$ cat src/rtl/pc_fetch.sv
// pc_fetch: holds the PC, fetches one instruction at a time over req/gnt/rvalid and computes the next PC on retire.
// Optional ALIGN_CHECK_EN: a misaligned jr redirects to EXC_VECTOR and sets the sticky misalign_err.
module pc_fetch #(
  parameter logic [31:0] RESET_PC   = 32'h0000_0000
`ifdef ALIGN_CHECK_EN
  , parameter logic [31:0] EXC_VECTOR = 32'h0000_0080
`endif
) (
  input  logic        clk,
  input  logic        rst,
  output logic        imem_req,
  output logic [31:0] imem_addr,
  input  logic        imem_gnt,
  input  logic        imem_rvalid,
  input  logic [31:0] imem_rdata,
  output logic [31:0] instr,
  output logic        instr_valid,
  output logic [31:0] pc,
  output logic [31:0] pc_plus4,
  input  logic        retire,
  input  logic [2:0]  pc_next_c,
  input  logic [31:0] br_offset,
  input  logic [31:0] jr_target
`ifdef ALIGN_CHECK_EN
  , output logic      misalign_err
`endif
);

  typedef enum logic [1:0] {S_IDLE, S_REQ, S_WAIT, S_VALID} state_t;

  state_t      r_state;
  state_t      w_state_nxt;
  logic [31:0] r_pc;
  logic [31:0] r_instr;
  logic [31:0] w_pc_plus4;
  logic [31:0] w_pc_next;
  logic        w_capture;
  logic        w_retire;
`ifdef ALIGN_CHECK_EN
  logic        r_misalign_err;
  logic        w_misalign;
`endif

  assign w_pc_plus4 = r_pc + 32'd4;
  assign w_retire   = (r_state == S_VALID) && retire;

  // rvalid is only honoured in the grant cycle of REQ or in WAIT; anything else is a stale beat.
  always_comb begin
    w_state_nxt = r_state;
    w_capture   = 1'b0;
    case (r_state)
      S_IDLE:  w_state_nxt = S_REQ;
      S_REQ: begin
        if (imem_gnt) begin
          if (imem_rvalid) begin
            w_capture   = 1'b1;
            w_state_nxt = S_VALID;
          end else begin
            w_state_nxt = S_WAIT;
          end
        end
      end
      S_WAIT: begin
        if (imem_rvalid) begin
          w_capture   = 1'b1;
          w_state_nxt = S_VALID;
        end
      end
      S_VALID: begin
        if (retire) w_state_nxt = S_REQ;
      end
      default: w_state_nxt = S_IDLE;
    endcase
  end

  // Next-PC select, priority jr > j > branch > sequential.
  always_comb begin
    w_pc_next = w_pc_plus4;
`ifdef ALIGN_CHECK_EN
    w_misalign = 1'b0;
`endif
    if (pc_next_c[2]) begin
      w_pc_next = jr_target;
`ifdef ALIGN_CHECK_EN
      if (jr_target[1:0] != 2'b00) begin
        w_pc_next  = EXC_VECTOR;
        w_misalign = 1'b1;
      end
`endif
    end else if (pc_next_c[1]) begin
      w_pc_next = {w_pc_plus4[31:28], r_instr[25:0], 2'b00};
    end else if (pc_next_c[0]) begin
      w_pc_next = w_pc_plus4 + (br_offset << 2);
    end
  end

  always_ff @(posedge clk) begin
    if (rst) begin
      r_state <= S_IDLE;
      r_pc    <= RESET_PC;
      r_instr <= 32'h0;
`ifdef ALIGN_CHECK_EN
      r_misalign_err <= 1'b0;
`endif
    end else begin
      r_state <= w_state_nxt;
      if (w_capture) r_instr <= imem_rdata;
      if (w_retire)  r_pc    <= w_pc_next;
`ifdef ALIGN_CHECK_EN
      if (w_retire && w_misalign) r_misalign_err <= 1'b1;
`endif
    end
  end

  assign imem_req    = (r_state == S_REQ);
  assign imem_addr   = r_pc;
  assign instr       = r_instr;
  assign instr_valid = (r_state == S_VALID);
  assign pc          = r_pc;
  assign pc_plus4    = w_pc_plus4;
`ifdef ALIGN_CHECK_EN
  assign misalign_err = r_misalign_err;
`endif

endmodule
$ cat config.mk
export PLATFORM = sky130hd
export DESIGN_NAME = pc_fetch
export DESIGN_NICKNAME = d
export VERILOG_FILES = /design/src/rtl/pc_fetch.sv
export SDC_FILE = /design/constraint.sdc
export NUM_CORES = 1
export LEC_CHECK = 0
export ABC_AREA = 1
export BUFFER_PORTS_ARGS = -buffer_cell sky130_fd_sc_hd__buf_4
export CORE_MARGIN = 2
export CORE_UTILIZATION = 52
export CTS_BUF_LIST = sky130_fd_sc_hd__clkbuf_8
export DETAILED_ROUTE_END_ITERATION = 10
export GPL_ROUTABILITY_DRIVEN = 0
export PLACE_DENSITY = 0.89
export SYNTH_ARGS = -nofsm -noshare
export SYNTH_HDL_FRONTEND = slang
export SYNTH_SLANG_ARGS = --single-unit
$ cat constraint.sdc
create_clock -name clk -period 3.7 [get_ports clk]
set_clock_uncertainty 0.2 [all_clocks]
set_input_delay 1.11 -clock clk [delete_from_list [all_inputs] [get_ports clk]]
set_output_delay 1.11 -clock clk [all_outputs]
set_load 0.01 [all_outputs]
==> results.txt <==
Gr usage total - 33.2%
CP peak stage delay - 0.46 ns
WL per Instance - 14.8 um
Final wirelength - 22,500 um
Post-synthesis cell count - 1,157
Die X-Extent - 116 um
Fin util - 69.6%
Period utilization - 93.7%
Setup TNS - 0 ns
Family with the most delay on the worst path - simple AND/OR/NAND/NOR gates
Pwr per Cell Area - 324 mW/mm2
Port bufs - 231
Worst skew pair latency - 0.34 ns
Syn_area_per_cell - 5.65 um2
Starting Density - 53.8%
Sink Count - 66
Final HPWL DP - 18,300 um
Dpl cells - 1,500
Routed met2 length - 10,400 um
Gr ovfl total - 0
Hold Path Origin - instr[31]$_SDFFE_PP0P_
Crit-path max FO - 6
Worst setup path startpoint - imem_addr[7]$_SDFFE_PP0P_
Bufs and invs on worst path - 1
Share of post-route cells with drive strength above 1 - 22.8%
NumNets Final - 1,487
Vias per inst - 5.28
Cts bufs inserted - 9
Crit-path most repeated cell - nand2_1
Setup violators final - 0
Die footprint - 0.0135 mm2
Highest metal used - met4
Slew HR - 37.9%
Post-layout min period - 3.47 ns
Site row count - 40
Worst-Margin Slew - 0.930 ns
Final ANT Viol Nets - 0
Yosys warns - 0
Syn_nets - 1,301
M1 WL - 8780 um
Final hold violations - 0
Post-CTS setup buffers - 0
First-pass GRT wire length - 35,100 um
CORE AREA - 0.0122 mm2
CP Launch Type - register
Clk pin slew, worst setup/hold paths - 0.07 ns
FF+latch count, synth - 66
Chip height - 116 um
RSZ-0062 raised after global routing - false
Layout area overhead - 29.3%
MaxCap Viol Count - 0
Vias in the first global route - 7,376
CTS tree - done
Post-synthesis sequential area ratio - 20.2%
WS Path Type - register to register
ANT cells - 0
DR vias - 7,999
CP endpoint kind - register
Peak VDD IR - 394 uV
Met3 routed wirelength - 2180 um
Hold WS - 0.289 ns
Outcome - finished, final reports clean
Standby leakage power - 0.00449 uW
Final std cells w/o fill - 1,516
Detailed Route Iter0 Violations - 666
Largest net degree at the start of global routing - 39
Crit-path slowest cell - dfxtp_1
Number of flops mapped to enable cells by yosys - 0
Worst hold path class - register to register
Initial antenna violation count - 0
RR Startpoint - imem_addr[7]$_SDFFE_PP0P_
DRC - 0
Post-synth top flop - dfxtp_1
DRT Pass-1 Iters - 5
Worst EP required - 3.77 ns
Htree depth - 3
Crit path DAT - 3.53 ns
Synthesized cell area - 0.00654 mm2
Library cells used by synthesis - 43
Share of flip-flops with an asynchronous set or reset - 0%
Max Slew Vio Count - 0
Clock Path Buffers - 2
Fmax - 288 MHz
Cell Chain, Critical Path - nand2_1, nor3_1, nand2_1, nor2_1, nand3_1, nand2_1, inv_1, ha_1, nand2_1, nor2_1, nand2_1, nor2_1, nand2_1, nand3_1, nand2_1, nand3_1, nand2_1, nand2_1, nand2_1, a21oi_1
Ports - 234
Root Buffer - clkbuf_8
Fillers - 1,077
## cell families (layout without fill, tap and decap cells)
kind of cell	after synthesis	count (layout)	synth area share, %
XOR/XNOR	21	21	2.93
flip-flops	66	66	20.2
adder cells (fa/ha/maj)	40	40	7.76
AND/OR/NAND/NOR	645	645	40.4
AO/OA/AOI/OAI	165	165	13.8
buffers and inverters	220	411	14.9
## what timing repair did
item,CTS,global route
gates resized for setup,0,17
hold buffers,0,0
endpoints found under the setup margin,0,11
## cells in the final DEF, fill, tap and decap left out, types with 2 or more instances in the layout
cell / count
nand2_2: 6
nand3b_1: 3
o21bai_1: 3
nor2_2: 7
and2_1: 2
clkbuf_8: 11
a21o_1: 2
xor2_1: 16
nor2_1: 187
o21ai_1: 6
bufinv_16: 3
nand2_1: 348
nor3_1: 5
or2_2: 6
ha_1: 38
nand3_1: 62
xnor2_1: 2
nor3_2: 5
o221ai_1: 3
inv_2: 2
a21oi_2: 4
buf_4: 242
a21oi_1: 82
dfxtp_1: 54
inv_1: 151
o211ai_1: 7
o21ai_0: 50
xor2_2: 2
nand4_1: 12
dfxtp_2: 12
clkinv_2: 2
## layer usage
| layer | GRT usage (%) | vias up |
|---|---|---|
| li1 | - | 3979 |
| met1 | 40.6 | 3490 |
| met2 | 56.9 | 449 |
| met3 | 6.85 | 81 |
| met4 | 14.4 | 0 |
| met5 | 0 | - |
## cells in the mapped netlist (7+ instances only)
library cell	instances	share of area [%]
nor2_2	7	0.67
dfxtp_1	66	20
a21oi_1	82	6.3
o21ai_0	50	3.8
o211ai_1	7	0.80
nor2_1	187	11
xor2_1	18	2.4
ha_1	39	7.5
nand3_1	62	4.7
nor3_1	7	0.54
nand4_1	12	1.1
inv_1	151	8.7
clkbuf_1	25	1.4
nand2_1	348	20
buf_4	35	4.0
## per-stage QoR
step                      total power (uW)  instance area (um2)  setup WS [ns]
final                                 2740                 8460          0.232
after floorplan                       1540                 6540          0.625
after CTS                             2720                 8420          0.192
after global placement                1940                 8170          0.296
after global routing                  2910                 8460        0.00713
after detailed placement              1970                 8170          0.210
## registers in the layout, summed over array words and instances, names as in the netlist
name / flops
imem_addr: 32
instr: 32
r_state: 2
## cell type report
| cell class | instances | area, um2 | area share, % |
|---|---|---|---|
| clock buffers | 11 | 151 | 1.79 |
| clock inverters | 5 | 100 | 1.18 |
| inverters | 153 | 574 | 6.79 |
| multi-input cells | 871 | 4270 | 50.5 |
| flip-flops and latches | 66 | 1340 | 15.8 |
| well taps | 168 | 210 | 2.48 |
| repair buffers | 242 | 1820 | 21.5 |
## report_power, final
part / switching, uW / total (uW) / internal, uW
clock network: 277 / 759 / 482
registers: 108 / 918 / 810
logic: 600 / 1060 / 462
total: 985 / 2740 / 1750
## tightest hold or removal path, stage by stage (launching register included)
cell	delay, ns
dfxtp_1	0.33
nor2_1	0.05
nor2_1	0.08
## worst paths after layout
check,slack (ns),endpoint,cells after the start
worst max-delay path,0.23,imem_addr[24]$_SDFFE_PP0P_,20
worst min-delay path,0.29,instr[31]$_SDFFE_PP0P_,2
worst max register to register,0.23,imem_addr[24]$_SDFFE_PP0P_,20
worst min register to register,0.29,instr[31]$_SDFFE_PP0P_,2
No activity file was read; power rests on OpenSTA's default activity.
